<file path="src/rtl/uart_pkg.sv">
// uart_pkg: shared definitions for the host-link UART.
//   uart_rx_state_t : receiver FSM states
//   DATA_BITS       : payload bits per 8N1 frame
//   clks_per_bit()  : clock cycles per bit period (truncated), shared with the TXD serialiser
package uart_pkg;

  localparam int DATA_BITS = 8;

  typedef enum logic [2:0] {
    IDLE,
    START,
    DATA,
    STOP,
    WAIT_HIGH
  } uart_rx_state_t;

  function automatic int clks_per_bit(input int freq, input int baud);
    return freq / baud;
  endfunction

endpackage

</file>
<file path="src/rtl/sync_2ff.sv">
// sync_2ff: two-flop synchroniser for asynchronous pin inputs.
// Ports:
//   clk   : destination clock
//   reset : asynchronous active-high reset, both stages load RESET_VAL
//   d     : asynchronous input
//   q     : synchronised output (2 cycles of latency)
module sync_2ff #(
  parameter int               WIDTH     = 1,
  parameter logic [WIDTH-1:0] RESET_VAL = '0
) (
  input  logic             clk,
  input  logic             reset,
  input  logic [WIDTH-1:0] d,
  output logic [WIDTH-1:0] q
);

  logic [WIDTH-1:0] meta_reg;
  logic [WIDTH-1:0] sync_reg;

  always_ff @(posedge clk or posedge reset) begin
    if (reset) begin
      meta_reg <= RESET_VAL;
      sync_reg <= RESET_VAL;
    end else begin
      meta_reg <= d;
      sync_reg <= meta_reg;
    end
  end

  assign q = sync_reg;

endmodule

</file>
<file path="src/rtl/uart_byte_rx.sv">
// uart_byte_rx: 8N1 serial receiver with a valid/ready byte output.
// Ports:
//   clk        : system clock
//   reset      : asynchronous active-high reset
//   rxd        : raw serial input (asynchronous, idles high)
//   dout       : received byte, bit 0 = first data bit on the wire
//   dout_valid : dout holds an unconsumed byte
//   dout_ready : consumer accepts dout when high together with dout_valid
//   frame_err  : one-cycle pulse, stop bit sampled low
//   overrun    : one-cycle pulse, completed byte dropped because dout was still held
//   busy       : receiver is not idle
module uart_byte_rx
  import uart_pkg::*;
#(
  parameter int CLK_FREQ_HZ = 100000000,
  parameter int BAUD        = 115200
) (
  input  logic       clk,
  input  logic       reset,
  input  logic       rxd,
  output logic [7:0] dout,
  output logic       dout_valid,
  input  logic       dout_ready,
  output logic       frame_err,
  output logic       overrun,
  output logic       busy
);

  localparam int CLKS_PER_BIT = clks_per_bit(CLK_FREQ_HZ, BAUD);
  localparam int CW           = (CLKS_PER_BIT > 1) ? $clog2(CLKS_PER_BIT) : 1;
  localparam int IW           = $clog2(DATA_BITS);

  localparam logic [CW-1:0] CNT_FULL = CW'(CLKS_PER_BIT - 1);
  // First sample lands mid start bit, every later one a full bit period on.
  localparam logic [CW-1:0] CNT_HALF = CW'(CLKS_PER_BIT / 2 - 1);
  localparam logic [IW-1:0] IDX_LAST = IW'(DATA_BITS - 1);

  generate
    if (CLKS_PER_BIT < 4) begin : g_bad_baud
      $error("uart_byte_rx: CLKS_PER_BIT must be at least 4");
    end
  endgenerate

  // ---------------------------------------------------------------
  // Input synchronisation and falling-edge detection
  // ---------------------------------------------------------------
  logic rxd_s;
  logic rxd_d_reg;

  sync_2ff #(
    .WIDTH     (1),
    .RESET_VAL (1'b1)
  ) u_rxd_sync (
    .clk   (clk),
    .reset (reset),
    .d     (rxd),
    .q     (rxd_s)
  );

  always_ff @(posedge clk or posedge reset) begin
    if (reset) rxd_d_reg <= 1'b1;
    else       rxd_d_reg <= rxd_s;
  end

  // ---------------------------------------------------------------
  // Receive FSM, bit timer, shift register
  // ---------------------------------------------------------------
  uart_rx_state_t state_reg, state_next;
  logic [CW-1:0]  cnt_reg, cnt_next;
  logic [IW-1:0]  bit_idx_reg, bit_idx_next;
  logic [7:0]     shift_reg, shift_next;
  logic           sample;
  logic           byte_done;
  logic           stop_bad;

  assign sample = (cnt_reg == '0);

  always_ff @(posedge clk or posedge reset) begin
    if (reset) begin
      state_reg   <= IDLE;
      cnt_reg     <= '0;
      bit_idx_reg <= '0;
      shift_reg   <= '0;
    end else begin
      state_reg   <= state_next;
      cnt_reg     <= cnt_next;
      bit_idx_reg <= bit_idx_next;
      shift_reg   <= shift_next;
    end
  end

  always_comb begin
    state_next   = state_reg;
    cnt_next     = sample ? CNT_FULL : cnt_reg - 1'b1;
    bit_idx_next = bit_idx_reg;
    shift_next   = shift_reg;
    byte_done    = 1'b0;
    stop_bad     = 1'b0;

    case (state_reg)
      IDLE: begin
        cnt_next = CNT_FULL;
        if (rxd_d_reg && !rxd_s) begin
          state_next = START;
          cnt_next   = CNT_HALF;
        end
      end

      START: begin
        if (sample) begin
          if (!rxd_s) begin
            state_next   = DATA;
            bit_idx_next = '0;
          end else begin
            // Line went back high before mid start bit: treat as a glitch.
            state_next = IDLE;
          end
        end
      end

      DATA: begin
        if (sample) begin
          shift_next = {rxd_s, shift_reg[7:1]};
          if (bit_idx_reg == IDX_LAST) state_next = STOP;
          else                         bit_idx_next = bit_idx_reg + 1'b1;
        end
      end

      STOP: begin
        if (sample) begin
          if (rxd_s) begin
            byte_done  = 1'b1;
            state_next = IDLE;
          end else begin
            stop_bad   = 1'b1;
            state_next = WAIT_HIGH;
          end
        end
      end

      WAIT_HIGH: begin
        // Hold off until the line idles so a break is not seen as many frames.
        cnt_next = CNT_FULL;
        if (rxd_s) state_next = IDLE;
      end

      default: state_next = IDLE;
    endcase
  end

  // ---------------------------------------------------------------
  // Output register: byte handoff and status pulses
  // ---------------------------------------------------------------
  logic [7:0] dout_reg;
  logic       dout_valid_reg;
  logic       frame_err_reg;
  logic       overrun_reg;

  always_ff @(posedge clk or posedge reset) begin
    if (reset) begin
      dout_reg       <= '0;
      dout_valid_reg <= 1'b0;
      frame_err_reg  <= 1'b0;
      overrun_reg    <= 1'b0;
    end else begin
      frame_err_reg <= stop_bad;
      overrun_reg   <= byte_done && dout_valid_reg && !dout_ready;
      // A byte being consumed this cycle frees the slot for a coinciding delivery.
      if (byte_done && (!dout_valid_reg || dout_ready)) begin
        dout_reg       <= shift_reg;
        dout_valid_reg <= 1'b1;
      end else if (dout_valid_reg && dout_ready) begin
        dout_valid_reg <= 1'b0;
      end
    end
  end

  assign dout       = dout_reg;
  assign dout_valid = dout_valid_reg;
  assign frame_err  = frame_err_reg;
  assign overrun    = overrun_reg;
  assign busy       = (state_reg != IDLE);

endmodule

</file>
<file path="config.mk">
export PLATFORM = sky130hd
export DESIGN_NAME = uart_byte_rx
export DESIGN_NICKNAME = d
export VERILOG_FILES = /design/src/rtl/uart_pkg.sv /design/src/rtl/sync_2ff.sv /design/src/rtl/uart_byte_rx.sv
export SDC_FILE = /design/constraint.sdc
export NUM_CORES = 1
export LEC_CHECK = 0
export CAP_MARGIN = 10
export CORE_MARGIN = 5
export CORE_UTILIZATION = 45
export DETAILED_ROUTE_END_ITERATION = 10
export PLACE_DENSITY = 0.65
export SETUP_SLACK_MARGIN = 0.2
export SLEW_MARGIN = 30
export SYNTH_ARGS = -nofsm -noshare
export SYNTH_HDL_FRONTEND = slang
export SYNTH_SLANG_ARGS = --single-unit
</file>
<file path="constraint.sdc">
create_clock -name clk -period 2.6 [get_ports clk]
set_input_delay 0.52 -clock clk [delete_from_list [all_inputs] [get_ports clk]]
set_output_delay 0.52 -clock clk [all_outputs]
set_load 0.03 [all_outputs]
</file>
-- Word-level counts from Yosys, hierarchy flattened
Index checks and enable logic that the tools add are counted.
- bits in registers: 38
- output and inout port bits: 12
- input port bits: 4
- word-level logic and storage cells: 68
- equality and inequality tests: 13
- reduce and logical (&&, ||, !) cells: 17
- add/subtract/negate cells: 2
- multiplexer cells: 25
- operators by type and width (operator ; number):
    $mux 3 ; 11
    $mux 10 ; 2
    $pmux 10 s2 ; 1
    $pmux 3 s5 ; 1
    $ne 2x2->1 const B ; 7
    $logic_not 10->1 ; 1
    $sub 10x1->10 const B ; 1
    $mux 1 ; 8
    $eq 3x2->1 const B ; 2
    $eq 3x3->1 const B ; 2
    $pmux 3 s2 ; 1
    $reduce_and 6->1 ; 1
    $logic_and 1x1->1 ; 5
    $reduce_and 5->1 ; 1
    $reduce_bool 2->1 ; 2
    $add 3x1->3 const B ; 1
    $eq 3x1->1 const B ; 1
    $logic_not 1->1 ; 3
    $logic_not 3->1 ; 1
    $reduce_bool 3->1 ; 1
    $mux 2 ; 1
    $ne 2x1->1 const B ; 1
    $reduce_and 2->1 ; 1
    $logic_or 1x1->1 ; 1

-- Depth between registers and ports, before layout
- word-level depth: 5
- gate-level depth with buffers: 7

-- Cells and area by module
A second synthesis with hierarchy kept.
- cell total of the unflattened synthesis: 135
- area total of the unflattened synthesis: 1665.3 um2
- by module, submodules not included (module ; instances ; area an instance (um2) ; cells an instance ; sequential area each (um2)):
    uart_byte_rx ; 1 ; 1609.0 ; 132 ; 902.1
    sync_2ff ; 1 ; 56.3 ; 3 ; 52.6

-- Worst setup path after synthesis
Ideal clock, no wire load.
- path type: flip-flop to flip-flop
- start: reg cnt_reg[0]
- end: reg bit_idx_reg[0]
- setup slack: 0.752 ns
- setup time: 0.125 ns
- arrival: 1.723 ns
- buffers on the path: 0
- cell stages (with the launch flop): 7
- clock period less this slack: 1.848 ns
- cell sequence: dfrtp_1 inv_1 ha_1 nor4b_2 nand3_2 or3_4 mux2_4
- word-level cells in the longest chain between the ends: 3
- RTL lines (item ; line ; RTL):
    start, declared ; uart_byte_rx.sv:69 ; logic [CW-1:0] cnt_reg, cnt_next;
    start signal, assigned ; uart_byte_rx.sv:86 ; cnt_reg <= cnt_next;
    $logic_not 10->1 * ; uart_byte_rx.sv:76 ; assign sample = (cnt_reg == '0);
    $ne 2x2->1 (no line) ; n/a ;
    $reduce_and 5->1 (no line) * ; n/a ;
    end signal, assigned ; uart_byte_rx.sv:87 ; bit_idx_reg <= bit_idx_next;
    end, declared ; uart_byte_rx.sv:70 ; logic [IW-1:0] bit_idx_reg, bit_idx_next;
Every way passes the cells marked *; elsewhere a longest branch is shown, timed or not.
A chain may end at the register's enable or synchronous reset.

-- Worst setup path after layout
- start: reg cnt_reg[0]
- end: reg dout_reg[3], in the netlist dout[3]
- word-level cells in the longest chain between the ends: 4
- RTL lines (item ; line ; RTL):
    $logic_not 10->1 ; uart_byte_rx.sv:76 ;
    $mux 1 ; uart_byte_rx.sv:130 ; if (sample) begin
    $mux 1 ; uart_byte_rx.sv:100 ; case (state_reg)
    $logic_and 1x1->1 ; uart_byte_rx.sv:169 ; if (byte_done && (!dout_valid_reg || dout_ready)) begin
    end signal, assigned ; uart_byte_rx.sv:170 ; dout_reg <= shift_reg;
    end, declared ; uart_byte_rx.sv:154 ; logic [7:0] dout_reg;
Every way passes these cells.

==> reports/metrics.csv <==
stage,metric,value,unit
logic_synthesis,Post-Synth Adder-Cell Area,2.97,%
power_and_ir_drop,Seq pwr share,48.5,%
critical_path,crit end category,register,
detailed_routing,DR vias/cell,5.15,
critical_path,worst reg2reg path depth,6,
logic_synthesis,Netlist cell types,35,
sta,final worst-path setup slack,0.536,ns
global_routing,antenna violations before repair,0,
critical_path,Required @ worst endpoint,2.78,ns
cells_and_area,Sequential cell area,955,sq um
cts,Root Buffer,clkbuf_8,
logic_synthesis,Mapped Cells,140,
sta,count of final setup violators,0,
cells_and_area,antenna diode count,0,
detailed_routing,WL per Instance,13.7,um
global_routing,met3 usage,5.54,%
global_routing,pin count of the biggest net entering global routing,39,
detailed_routing,via count,1077,
logic_synthesis,Synthesis Warnings,0,
detailed_routing,Post-Route WL,2860,um
global_routing,first-pass GRT wire length,5180,um
floorplanning,io pins,16,
logic_synthesis,Synth Net Count,148,
power_and_ir_drop,VDD IR-drop max,0.541,mV
cells_and_area,NumNets Final,168,
floorplanning,initial core utilization,46.4,%
sta,final hold vios,0,
floorplanning,# rows,22,
critical_path,worst setup path category,register to register,
sta,min Tclk post-route,2.06,ns
power_and_ir_drop,PD cells,776,mW/mm^2
cts,"Reg clk slew, reported paths",0.08,ns
cells_and_area,final std cells w/o fill,209,
placed_design,DP Worst Slack,0.483,ns
sta,Fin Clk Skew,0.00563,ns
logic_synthesis,XOR/XNOR Fraction of Synth Area,3.64,%
global_routing,gr usage total,13.0,%
detailed_routing,Post-route DRC,0,
cts,clk sinks,38,
critical_path,Critical Path Start Type,register,
flow_run,Max-cap violations,0,
cells_and_area,utilization after layout,55.9,%
detailed_routing,DR pass1 iterations,5,
global_routing,grt met1 use,16.7,%
power_and_ir_drop,Clk network pwr share,37.7,%
logic_synthesis,synthesized cell area,0.00169,sq mm
placed_design,Final GP Congestion,0.935,
cts,TritonCTS Buffers,5,
logic_synthesis,combinational family with the most area after synthesis,simple AND/OR/NAND/NOR gates,
cells_and_area,area delta synth->final,20.6,%
sta,fmax,0.484,GHz
sta,actual slew at the worst max-slew pin,0.519,ns
floorplanning,Core Region,0.00363,sq mm
global_routing,grt met2 use,19.5,%
cts,cts hold-fix bufs,0,
critical_path,CP max FO,8,
sta,TNS Setup,0,ns
sta,setup repair after global routing missed its margin,false,
floorplanning,Die Y,71.2,um
power_and_ir_drop,leakage power,0.930,nW
placed_design,IO buf count,15,
power_and_ir_drop,Combinational Power Share,13.7,%
worst_hold_path,Hold Path Depth,0,
cells_and_area,area of the multi-input gates,693,sq um
logic_synthesis,simple-gate portion of the synthesized area,16.7,%
detailed_routing,DR iter-0 viols,54,
power_and_ir_drop,Sw Pwr,0.000422,W
cts,CTS tree,done,
cts,CTS H-tree lvls,2,
cts,CTS Buffer Depth,2,
sta,slew margin rel.,65.0,%
global_routing,grt total ovfl,0,
cts,clk_lat worst skew,0.29,ns
logic_synthesis,complex-gate fraction of the synthesized area,5.05,%
global_routing,gr busiest metal,met2,
detailed_routing,Routed Antenna Nets,0,
outcome,outcome,finished clean,
placed_design,Cells after DPL,201,
logic_synthesis,post-synthesis mux area share,12.8,%
logic_synthesis,"Avg Cell Area, Syn",12.0,sq um
power_and_ir_drop,Switching Share,26.8,%
sta,period utilization,79.4,%
global_routing,vias in the first global route,1175,
placed_design,HPWL Detailed,2090,um
cells_and_area,layout cell share with drive strength beyond 1,23.0,%
worst_hold_path,min-delay worst type,register to register,
floorplanning,Die Width,71.2,um
cells_and_area,flip-flop count of the largest register after layout,10,
power_and_ir_drop,P_int,0.00115,W
logic_synthesis,number of synthesized register bits,38,
logic_synthesis,post-synthesis sequential area ratio,56.6,%
critical_path,Worst Path Arrival,2.24,ns
cells_and_area,Fill cells,324,
floorplanning,Die Area,0.00507,sq mm
sta,Max Slew Vio Count,0,
[what timing repair did]
item,4_1_cts,5_1_grt
hold endpoints to repair,0,0
setup buffers,0,0
resized for setup,0,1
endpoints found under the setup margin,0,1
[metrics by stage]
step	total power (W)	hold slack (ns)	instance area (sq um)
finish	0.00158	0.361	2030
CTS	0.00160	0.364	2030
floorplan	0.000929	0.345	1690
global placement	0.000980	0.347	1890
global route	0.00167	0.369	2030
detailed placement	0.000995	0.351	1890
[routing by layer]
layer | part of all wire (%) | wire, um
met1 | 47 | 1360
met3 | 3.5 | 99
met2 | 48 | 1380
met4 | 0.81 | 23
met5 | 0 | 0
[cells in the mapped netlist (all sizes together)]
cell    count  area (sq um)
and3        2          12.5
dfstp       3          78.8
nor4        2          27.5
nor2       16          65.1
a31o        1          8.76
a21oi       5          25.0
xor2        2          17.5
a211oi      1          7.51
a22oi       1          7.51
nand2      11          41.3
nor3b       1          7.51
or3         2          17.5
and3b       1          8.76
mux2       17           195
nand4       1          6.26
dfrtp      35           876
inv         7          26.3
mux2i       2          20.0
nand3       3          20.0
o22ai       2          12.5
nand2b      2          12.5
nor3        2          10.0
nor4b       2          30.0
a311oi      1          8.76
clkbuf      3          11.3
or4         1          7.51
o21ai       3          15.0
ha          4          50.1
xnor2       5          43.8
nand3b      2          15.0
[cell usage in the layout, fill, tap and decap left out, types with 2 or more instances in the layout]
cell type         n
a21oi_1           5
and3_1            2
bufinv_16         2
clkbuf_8          5
clkdlybuf4s50_1  14
dfrtp_1          35
dfstp_2           3
ha_1              4
inv_1             7
mux2_2           16
mux2i_1           2
nand2_1          11
nand2b_1          2
nand3_1           2
nand3b_1          2
nor2_1           14
nor2_2            2
nor3_1            2
nor4b_2           2
o21ai_0           3
o22ai_1           2
xnor2_1           5
xor2_1            2
[power groups by stage]
stage	Combinational (W)	Clock, W	Sequential (W)
floorplan	0.000178	0	0.000751
global placement	0.000211	0	0.000770
detailed placement	0.000218	0	0.000777
CTS	0.000220	0.000610	0.000765
global route	0.000247	0.000643	0.000780
finish	0.000217	0.000594	0.000765
[layout make-up]
class,instances,area share (%)
clock buffers,5,3.39
repair buffers,16,7.88
inverters,7,1.29
clock inverters,3,3.39
flip-flops and latches,38,47.0
well taps,48,2.96
multi-input cells,92,34.1
[logic make-up after synthesis]
group / after synthesis
simple gates: 48
fa+ha+maj: 4
mux: 19
compound gates: 14
xor+xnor: 7
buf+inv: 10
flops: 38
[worst paths after layout]
| path | slack (ns) | start | end |
|---|---|---|---|
| worst min-delay path | 0.36 | u_rxd_sync.meta_reg | u_rxd_sync.q |
| min in group asynchronous | 0.64 | reset | shift_reg[7] |
| worst max register to register | 0.54 | cnt_reg[0] | dout[3] |
| worst min register to register | 0.36 | u_rxd_sync.meta_reg | u_rxd_sync.q |
| max in group asynchronous | 1.62 | reset | rxd_d_reg |
| worst max-delay path | 0.54 | cnt_reg[0] | dout[3] |
[worst max-delay path: stages (launching register included)]
cell	delay [ns]
dfrtp_1	0.43
inv_1	0.10
ha_1	0.16
nor4b_2	0.30
nand4_1	0.19
nor2_2	0.38
mux2_2	0.39
Note: power is estimated with default switching activity, not from simulation.
